**src/rtl/spi_pkg.sv**
```systemverilog
// Shared constants, register map and state type for the SPI register-access initiator.
package spi_pkg;

    localparam int unsigned SPI_FRAME_W = 16;
    localparam int unsigned SPI_RW_BIT  = 15;
    localparam int unsigned SPI_ADDR_W  = 7;
    localparam int unsigned SPI_DATA_W  = 8;

    localparam logic [SPI_ADDR_W-1:0] REG_EN_OUT_7_0   = 7'h00;
    localparam logic [SPI_ADDR_W-1:0] REG_EN_OUT_15_8  = 7'h01;
    localparam logic [SPI_ADDR_W-1:0] REG_PWM_EN_7_0   = 7'h02;
    localparam logic [SPI_ADDR_W-1:0] REG_PWM_EN_15_8  = 7'h03;
    localparam logic [SPI_ADDR_W-1:0] REG_PWM_DUTY     = 7'h04;

    typedef enum logic [2:0] {IDLE, SETUP, HIGH, LOW, GAP} spi_ctrl_state_t;

    function automatic logic [SPI_FRAME_W-1:0] spi_frame(input logic rw,
                                                         input logic [SPI_ADDR_W-1:0] addr,
                                                         input logic [SPI_DATA_W-1:0] data);
        return {rw, addr, data};
    endfunction

endpackage

```
**src/rtl/spi_half_tick.sv**
```systemverilog
// Loadable down-counter marking the last system clock of each SCLK half-period.
module spi_half_tick #(
    parameter int unsigned CLK_DIV = 2
) (
    input  logic clk,
    input  logic rst,
    input  logic load,
    output logic tick
);

    localparam int unsigned CntW = $clog2(CLK_DIV);

    logic [CntW-1:0] cnt_q;

    always_ff @(posedge clk or posedge rst) begin
        if (rst) begin
            cnt_q <= '0;
        end else if (load) begin
            cnt_q <= CntW'(CLK_DIV - 1);
        end else if (cnt_q != '0) begin
            cnt_q <= cnt_q - CntW'(1);
        end
    end

    assign tick = (cnt_q == '0);

endmodule

```
**src/rtl/spi_controller.sv**
```systemverilog
// Mode-0 SPI initiator: one 16-bit register-access frame per start handshake, CIPO captured
// into rdata. All outputs are registered.
module spi_controller
    import spi_pkg::*;
#(
    parameter int unsigned CLK_DIV = 2
) (
    input  logic                  clk,
    input  logic                  rst,
    input  logic                  start,
    input  logic                  rw,
    input  logic [SPI_ADDR_W-1:0] addr,
    input  logic [SPI_DATA_W-1:0] wdata,
    output logic                  ready,
    output logic                  done,
    output logic [SPI_DATA_W-1:0] rdata,
    input  logic                  cipo,
    output logic                  sclk,
    output logic                  copi,
    output logic                  ncs
);

    // The peripheral double-synchronises its inputs, so a half-period must span 2+ clocks.
    if (CLK_DIV < 2) begin : g_bad_clk_div
        $error("spi_controller: CLK_DIV must be at least 2");
    end

    spi_ctrl_state_t        state_q;
    logic [SPI_FRAME_W-1:0] tx_q;
    logic [SPI_DATA_W-1:0]  rx_q;
    logic [3:0]             bit_cnt_q;
    logic                   last_q;
    logic                   tick;
    logic                   load;

    // Every non-idle state lasts exactly one half-period, so each tick is a state change.
    always_comb begin
        load = 1'b0;
        if (state_q == IDLE) begin
            load = start;
        end else begin
            load = tick;
        end
    end

    spi_half_tick #(
        .CLK_DIV(CLK_DIV)
    ) u_half_tick (
        .clk (clk),
        .rst (rst),
        .load(load),
        .tick(tick)
    );

    always_ff @(posedge clk or posedge rst) begin
        if (rst) begin
            state_q   <= IDLE;
            tx_q      <= '0;
            rx_q      <= '0;
            bit_cnt_q <= '0;
            last_q    <= 1'b0;
            ready     <= 1'b1;
            done      <= 1'b0;
            rdata     <= '0;
            sclk      <= 1'b0;
            copi      <= 1'b0;
            ncs       <= 1'b1;
        end else begin
            done <= 1'b0;
            unique case (state_q)
                IDLE: begin
                    if (start) begin
                        tx_q      <= spi_frame(rw, addr, wdata);
                        bit_cnt_q <= '0;
                        last_q    <= 1'b0;
                        ready     <= 1'b0;
                        ncs       <= 1'b0;
                        copi      <= rw;
                        state_q   <= SETUP;
                    end
                end
                SETUP: begin
                    if (tick) begin
                        sclk    <= 1'b1;
                        state_q <= HIGH;
                    end
                end
                HIGH: begin
                    if (tick) begin
                        rx_q      <= {rx_q[SPI_DATA_W-2:0], cipo};
                        tx_q      <= {tx_q[SPI_FRAME_W-2:0], 1'b0};
                        copi      <= tx_q[SPI_RW_BIT-1];
                        sclk      <= 1'b0;
                        bit_cnt_q <= bit_cnt_q + 4'd1;
                        last_q    <= (bit_cnt_q == 4'hF);
                        state_q   <= LOW;
                    end
                end
                LOW: begin
                    if (tick) begin
                        if (last_q) begin
                            ncs     <= 1'b1;
                            copi    <= 1'b0;
                            state_q <= GAP;
                        end else begin
                            sclk    <= 1'b1;
                            state_q <= HIGH;
                        end
                    end
                end
                GAP: begin
                    if (tick) begin
                        ready   <= 1'b1;
                        done    <= 1'b1;
                        rdata   <= rx_q;
                        state_q <= IDLE;
                    end
                end
                default: state_q <= IDLE;
            endcase
        end
    end

endmodule

```
**config.mk**
```make
export PLATFORM = sky130hd
export DESIGN_NAME = spi_controller
export DESIGN_NICKNAME = d
export VERILOG_FILES = /design/src/rtl/spi_pkg.sv /design/src/rtl/spi_half_tick.sv /design/src/rtl/spi_controller.sv
export SDC_FILE = /design/constraint.sdc
export NUM_CORES = 1
export LEC_CHECK = 0
export CORE_ASPECT_RATIO = 0.9
export CORE_UTILIZATION = 40
export DETAILED_ROUTE_END_ITERATION = 8
export PLACE_DENSITY_LB_ADDON = 0.2
export SYNTH_ARGS = -nofsm -noshare
export SYNTH_HDL_FRONTEND = slang
export SYNTH_HIERARCHICAL = 1
export SYNTH_SLANG_ARGS = --single-unit
```
**constraint.sdc**
```tcl
create_clock -name clk -period 1.59 [get_ports clk]
set_input_delay 0.318 -clock clk [delete_from_list [all_inputs] [get_ports clk]]
set_output_delay 0.318 -clock clk [all_outputs]
set_load 0.005 [all_outputs]
```
# ---- Word level (Yosys, flattened, before mapping)
# Index checks and enable logic that the tools add are counted.
# Widths: inputs -> output; s select.
dict set report totals {
  ff_bits 45
  output_inout_bits 13
  elab_cells 76
}
dict set report classes {
  n_addsub 2
  n_eq_ne 12
  n_mux 35
  bitwise 1
  n_reduce_logical 14
}
# operator count
set op_table {}
lappend op_table {{$mux 15} 2}
lappend op_table {{$pmux 15 s2} 1}
lappend op_table {{$mux 3} 6}
lappend op_table {{$mux 1} 17}
lappend op_table {{$pmux 3 s5} 1}
lappend op_table {{$reduce_and 5->1} 3}
lappend op_table {{$ne 2x2->1 const B} 7}
lappend op_table {{$mux 4} 2}
lappend op_table {{$pmux 4 s2} 1}
lappend op_table {{$eq 3x2->1 const B} 2}
lappend op_table {{$pmux 1 s2} 3}
lappend op_table {{$pmux 1 s3} 2}
lappend op_table {{$reduce_and 3->1} 2}
lappend op_table {{$reduce_bool 2->1} 3}
lappend op_table {{$reduce_bool 3->1} 2}
lappend op_table {{$add 4x1->4 const B} 1}
lappend op_table {{$eq 4x4->1 const B} 1}
lappend op_table {{$reduce_and 2->1} 2}
lappend op_table {{$reduce_and 4->1} 1}
lappend op_table {{$eq 3x1->1 const B} 1}
lappend op_table {{$eq 3x3->1 const B} 1}
lappend op_table {{$logic_not 3->1} 1}
lappend op_table {{$not 1->1} 1}
lappend op_table {{$sub 1x1->1 const B} 1}

# ---- Depth between registers and ports, before layout
# Gate-level depths: netlist of the first run.
dict set report logic_depth {
  depth_word 3
  mapped_depth 7
}

# ---- Cells and area by module
# Netlist of the first run, hierarchy kept.
# module instances cells_per_inst area_per_inst_um2 seq_area_each_um2
set by_module_without_submodules {}
lappend by_module_without_submodules {spi_controller 1 169 2025.7 1103.6}
lappend by_module_without_submodules {spi_half_tick 1 3 32.5 25.0}

# ---- Worst setup path before layout of the first run
# Ideal clock, no wire load.
dict set report synth_timing {
  path_kind {reg-to-reg}
  from {register state_q[2]}
  to {register rdata[0]}
  setup_ps 125
  arrival_time_ps 1288
  setup_slack_ps 177
  stages_incl_launch_ff 6
  n_path_buf 2
  path_cell_list {dfrtp_1 buf_4 inv_2 nor4b_2 buf_6 mux2_2}
}
dict set report synth_via {
  elab_chain_cells 2
}
# element line_no
set synth_rtl {}
lappend synth_rtl {{from (decl)} spi_controller.sv:28} ;# spi_ctrl_state_t state_q;
lappend synth_rtl {{from (signal assigned)} spi_controller.sv:57} ;# state_q <= IDLE;
lappend synth_rtl {{from (signal assigned)} spi_controller.sv:79} ;# state_q <= SETUP;
lappend synth_rtl {{from (signal assigned)} spi_controller.sv:85} ;# state_q <= HIGH;
lappend synth_rtl {{$eq 3x3->1} spi_controller.sv:70} ;# unique case (state_q)
lappend synth_rtl {{$reduce_and 2->1 (no line)} n/a}
lappend synth_rtl {{to (signal assigned)} spi_controller.sv:115} ;# rdata <= rx_q;
lappend synth_rtl {{to (decl)} spi_controller.sv:16} ;# output logic [SPI_DATA_W-1:0] rdata,
# Every way passes these cells.
# A chain may end at the register's enable or synchronous reset.

# ---- Worst setup path in the final report of the first run
dict set report layout_timing {
  from {register state_q[0]}
  to {register rdata[0]}
}
# Same word-level chain as after synthesis.

==> results of run 1 <==
[path summary, 6_finish.rpt]
kind,start,end
worst max register to register,state_q[0],rdata[0]
max in group asynchronous,rst,ncs
worst min register to register,ncs,ncs
worst max-delay path,state_q[0],rdata[0]
worst min-delay path,rst,u_half_tick/cnt_q
min in group clk,ncs,ncs
[logic make-up (layout without fill, tap and decap cells)]
kind of cell	Yosys count	count (layout)	synth area share [%]
multiplexers	32	32	16.5
buffers and inverters	22	68	6.08
AO/OA/AOI/OAI	48	48	13.9
flip-flops	45	45	54.8
adder cells (fa/ha/maj)	1	1	0.608
AND/OR/NAND/NOR	24	24	8.09
[state kept, by name, indices dropped and copies added (netlist names), 3 cells and up]
signal / cells
state_q: 3
bit_cnt_q: 4
rdata: 8
rx_q: 8
tx_q: 15
[layout make-up]
| type | instances | area share, % |
|---|---|---|
| multi-input combinational | 105 | 30.9 |
| clock inverter | 2 | 1.32 |
| sequential | 45 | 42.4 |
| inverter | 8 | 1.13 |
| tap | 65 | 3.05 |
| timing repair buffer | 52 | 18.5 |
| clock buffer | 6 | 2.72 |
[cell usage after synthesis]
master	number
a211oi_1	1
a21o_1	1
a21oi_1	6
a22o_1	2
a31oi_1	1
and4bb_2	1
buf_2	4
buf_4	4
buf_6	3
clkbuf_1	3
dfrtp_1	43
dfstp_2	2
ha_1	1
inv_1	7
inv_2	1
mux2_2	16
mux2i_1	16
nand2_1	6
nand2b_1	1
nand3_1	1
nand4_1	1
nor2_1	3
nor2b_1	1
nor3b_1	1
nor3b_2	1
nor4b_2	1
nor4bb_1	1
o21ai_0	23
o21ai_1	5
o21ai_2	5
o31ai_1	2
o32ai_1	1
o41ai_1	1
or2_1	1
or2_4	1
or4_1	3
or4b_4	1
[per-stage QoR]
step / area (µm²) / power, mW / util [%] / setup WS [ns]
floorplan: 2060 / 3.11 / - / 0.177
global placement: 2520 / 3.59 / 51.6 / -0.184
detailed placement: 2520 / 3.69 / 51.6 / -0.232
CTS: 2640 / 4.55 / 53.9 / 0.0550
global route: 2660 / 4.89 / 54.4 / 0.000387
finish: 2660 / 4.55 / 54.4 / 0.0841
[routing by layer]
metal / global-route usage [%] / wire [µm]
met1: 20.9 / 1870
met3: 5.62 / 182
met4: 5.66 / 35
met2: 25.3 / 1790
met5: 0 / 0
[report_power, final]
part | switching, mW | total, mW | leakage, nW | internal, mW
sequential | 0.237 | 1.79 | 0.567 | 1.56
combinational | 0.926 | 1.91 | 0.572 | 0.981
clock | 0.382 | 0.849 | 0.0552 | 0.467
[what timing repair did]
action / CTS / global route
endpoints found under the setup margin: 6 / 10
resized for setup: 3 / 4
setup buffers: 1 / 1
hold endpoints to repair: 0 / 0
gates cloned: 0 / 0
[worst register-to-register path, cell delays in order, from the launching register on]
cell,delay (ns)
dfrtp_1,0.41
buf_4,0.18
nor4b_4,0.24
buf_4,0.22
mux2_2,0.35
==> flow_summary.ini, run 1 <==
[finish]
finalNonFillerCells = 283
num-fill-cells = 404
final_common_cell = dfrtp_1
multi_input_area_um2 = 823
ff_latch_area_um2 = 1130
diodes = 0
area_growth_pct = 29.4
final_cell_mix = dfrtp_1, clkdlybuf4s50_1, o21ai_0
layout-drive-gt1-share_pct = 26.6
nNetsFinal = 238

[timing]
slew_headroom_pct = 80.5
clock.fmax_mhz = 664
worst_slew_pin_slew_ns = 0.292
setup_viol = 0
period_minus_slack_ns = 1.51
rsz0062_at_grt = no
layout_worst_path_cycle_share_pct = 94.7
drv_slew = 0
whs_ns = 0.188
hold_viol = 0
finalSetupTns_ns = 0
finClkSkew_ns = 0.00252

[yosys]
yosys_warnings = 6
ys_seq_area_share_pct = 54.8
syn_area_per_cell_um2 = 12.0
yosys.area.top_type_share_pct = 52.3
syn-num-nets = 193
ys_types = 37
syn_area_um2 = 2060
syn_inst = 172
ys_ff_latch = 45
ys_top_cells_by_area = dfrtp_1, mux2_2, mux2i_1
synth_top_area_cell = dfrtp_1

[route]
drt_wl_total_mm = 3.88
drt_iter0_drc = 94
drc = 0
ant_nets = 0
firstDrtPassIters = 4
detail_route.wl_per_cell_um = 13.7
routed_via_density = 5.13
vias = 1452

[critical_path]
criticalPathCategory = register to register
path_cells = buf_4 -> nor4b_4 -> buf_4 -> mux2_2
arrival_ns = 1.69
max_stage_delay_ns = 0.41
cp_num_buf_inv = 2
reg2reg_depth = 4
crit_family = flip-flops
endpoint_kind = register
worst-path-stages = 4
required_ns = 1.78
crit_path_frequent_cell = buf_4
worstPathMaxFanout = 10
crit_slowest_cell = dfrtp_1
cp-start-kind = register
r2r_setup_slack_ns = 0.08

[placed_design]
dp_hpwl_mm = 2.69
dp.cells = 273
place_congestion = 0.787
port_buffers = 32

[global_routing]
grt_pass1_wl_mm = 6.76
grt_usage_pct = 16.2
first_global_vias = 1451
gr-total-overflow = 0
grt_max_degree = 45
antenna_found_initial = 0

[floorplan]
io_pins = 33
dieArea_um2 = 5440
initial_utilization_pct = 42.1
die_h_um = 70.1
core_um2 = 4890
fp.dieW_um = 77.6
rows = 24

[cts]
clock_latency_ns = 0.29
cts_buffers = 5
cts_buffer_depth = 2
cts_num_sinks = 45
clk_pin_slew_worst_paths_ns = 0.08
cts_tree = built
hold_buffers = 0
htree_levels = 2
root_buffer = clkbuf_8

[job]
max-cap-violations = 0

[pwr]
ir_drop_v = 0.000705
p_leak_nw = 1.19
p_per_area_nw_per_um2 = 1710

[worst_hold_path]
hold_path.class = primary input to asynchronous set/reset pin

[outcome]
status = completed
Power figures use the tool's default switching activity.
==> run 2, diff against run 1 <==
--- a/config.mk
+++ b/config.mk
@@ -7,6 +7,7 @@
 export LEC_CHECK = 0
 export CORE_ASPECT_RATIO = 0.9
 export CORE_UTILIZATION = 40
+export CTS_CLUSTER_DIAMETER = 80
 export DETAILED_ROUTE_END_ITERATION = 8
 export PLACE_DENSITY_LB_ADDON = 0.2
 export SYNTH_ARGS = -nofsm -noshare
==> results of run 2 <==
The final DEF is identical to that of run 1; final timing and power are the same.
==> run 3, diff against run 2 <==
--- a/config.mk
+++ b/config.mk
@@ -5,10 +5,12 @@
 export SDC_FILE = /design/constraint.sdc
 export NUM_CORES = 1
 export LEC_CHECK = 0
+export ABC_AREA = 1
 export CORE_ASPECT_RATIO = 0.9
 export CORE_UTILIZATION = 40
 export CTS_CLUSTER_DIAMETER = 80
 export DETAILED_ROUTE_END_ITERATION = 8
+export GPL_TIMING_DRIVEN = 0
 export PLACE_DENSITY_LB_ADDON = 0.2
 export SYNTH_ARGS = -nofsm -noshare
 export SYNTH_HDL_FRONTEND = slang
==> flow_summary.ini, run 3 <==
[outcome]
status = completed

[yosys]
ys_types = 22
syn_inst = 255
syn_area_um2 = 2070
yosysMostFrequentCell = nand2_1
async_flop_share_pct = 100
yosys.area.top_type_share_pct = 52.1
synth_edf_count = 0
ys_seq_area_share_pct = 54.6
yosys_warnings = 6
syn-num-nets = 276
syn_area_per_cell_um2 = 8.11
synth_flop_cell = dfrtp_1
synth_top_area_cell = dfrtp_1
ys_ff_latch = 45
ys_top_cells_by_count = nand2_1, dfrtp_1, inv_1
ys_top_cells_by_area = dfrtp_1, nand2_1, o21ai_0

[finish]
final_common_cell = nand2_1
fin_area_um2 = 2610
final_cell_mix = nand2_1, dfrtp_1, clkdlybuf4s50_1
nNetsFinal = 318
layout-drive-gt1-share_pct = 10.7
finalNonFillerCells = 363
area_growth_pct = 26.3
regMostFlops = tx_q
num-fill-cells = 463
diodes = 0
largest_reg_flops = 15
reg_top3 = tx_q: 15 flops, rdata: 8 flops, rx_q: 8 flops

[pwr]
switching_power_uw = 435
p_per_area_nw_per_um2 = 810
p_int_mw = 1.68
switching_share_pct = 20.6
comb_power_share_pct = 5.0
seq_power_share_pct = 54.8
clkPwrFrac_pct = 40.2
p_leak_nw = 1.35
ir_drop_v = 0.000368

[timing]
hold_viol = 0
drv_slew = 0
finClkSkew_ns = 0.0110
fin_ws_ns = 0.115
clock.fmax_mhz = 678
period_minus_slack_ns = 1.47
setup_viol = 0
slew_headroom_pct = 79.4
layout_worst_path_cycle_share_pct = 92.8
worst_slew_pin_slew_ns = 0.309
rsz0062_at_grt = no

[floorplan]
rows = 24
io_pins = 33
core_um2 = 4890
die_h_um = 70.2
dieArea_um2 = 5460
fp.dieW_um = 77.8
initial_utilization_pct = 42.2

[global_routing]
gr-total-overflow = 0
first_global_vias = 1482
grt_usage_pct = 16.4
antenna_found_initial = 0
grt_max_degree = 42
grt_pass1_wl_mm = 6.94

[critical_path]
endpoint_kind = output port
arrival_ns = 1.16
cp_num_buf_inv = 1
max_stage_delay_ns = 0.51
crit_family = buffers and inverters
path_cells = clkdlybuf4s50_1
cp-start-kind = register
worstPathMaxFanout = 2
required_ns = 1.27
criticalPathCategory = register to output port
crit_slowest_cell = clkdlybuf4s50_1

[route]
detail_route.wl_per_cell_um = 11.2
drt_iter0_drc = 76
drc = 0
routed_via_density = 4.60
drt_wl_total_mm = 4.07
firstDrtPassIters = 4
ant_nets = 0
vias = 1670

[cts]
clk_pin_slew_worst_paths_ns = 0.08
cts_tree = built
root_buffer = clkbuf_8
cts_buffers = 5
cts_buffer_depth = 2
htree_levels = 2
hold_buffers = 0
clock_latency_ns = 0.30
cts_num_sinks = 45

[job]
max-cap-violations = 0

[placed_design]
dp.cells = 353
post-place-ws_ns = -0.0376
port_buffers = 32
place_congestion = 0.796
dp_hpwl_mm = 2.86
dpl_cell_area_um2 = 2490

[worst_hold_path]
hold_path.class = primary input to asynchronous set/reset pin
[run 3: changes by cell type after synthesis, moves of 3 or more]
cell and delta:
a21oi_1 -4, mux2_2 -16, or4_1 -3, nand4_1 +3, nor2_1 +4, nand2_1 +125, clkbuf_1 -3, mux2i_1 -16
buf_2 -3, o21ai_0 -9, o21ai_1 +4, o21ai_2 -5, nand3_1 +6, inv_1 +9
[run 3: path summary, 6_finish.rpt]
check / start / endpoint / slack (ns) / cells after the start
max: rdata[0] / rdata[0] / 0.12 / 1
min: rst / u_half_tick/cnt_q / 0.21 / 2
max reg2reg: state_q[2] / rx_q[5] / 0.16 / 7
min reg2reg: sclk / sclk / 0.48 / 2
max in group asynchronous: rst / ncs / 0.87 / 3
min in group clk: sclk / sclk / 0.48 / 2
[run 3: cells by family after synthesis]
logic type	share of synthesized area [%]
compound gates	6.42
xor+xnor	0.424
fa+ha+maj	0.605
buf+inv	6.90
flops	54.6
simple gates	31.1
[run 3: power by group through the flow]
stage | combinational (mW) | sequential (mW) | clock [mW]
global placement | 0.102 | 1.18 | 0
floorplan | 0.0436 | 1.18 | 0
finish | 0.106 | 1.16 | 0.849
CTS | 0.110 | 1.16 | 0.871
detailed placement | 0.109 | 1.18 | 0
global route | 0.121 | 1.16 | 0.922
[run 3: through the flow]
stage / total power [mW] / utilization, % / hold WS [ns] / TNS [ns]
after detailed placement: 1.29 / 50.8 / 0.462 / -0.249
after global routing: 2.20 / 53.3 / 0.208 / 0
after floorplan: 1.22 / - / 0.0467 / 0
final: 2.11 / 53.3 / 0.209 / 0
after global placement: 1.28 / 50.4 / 0.457 / -32.82
after CTS: 2.14 / 53.0 / 0.210 / 0
[run 3: routing by layer]
layer,global-route usage (%),wire [µm]
met1,24.2,2100
met2,23.1,1810
met3,4.31,115
met4,5.66,46
met5,0,0
[run 3: cell type report]
cell class                      instances  area, µm²  area share (%)
Multi-Input combinational cell        183        796            30.5
Clock inverter                          2       35.0            1.34
Inverter                               20       77.6            2.97
Tap cell                               65       81.3            3.12
Timing Repair Buffer                   35        353            13.5
Clock buffer                            6       72.6            2.78
Sequential cell                        45       1130            43.3
Buffer                                  7       65.1            2.49
[run 3: repair_timing]
action / in CTS / in global routing
buffers inserted: 0 / 2
gates cloned: 0 / 0
gates resized for setup: 2 / 2
pin swaps: 0 / 1
setup endpoints to repair: 2 / 4
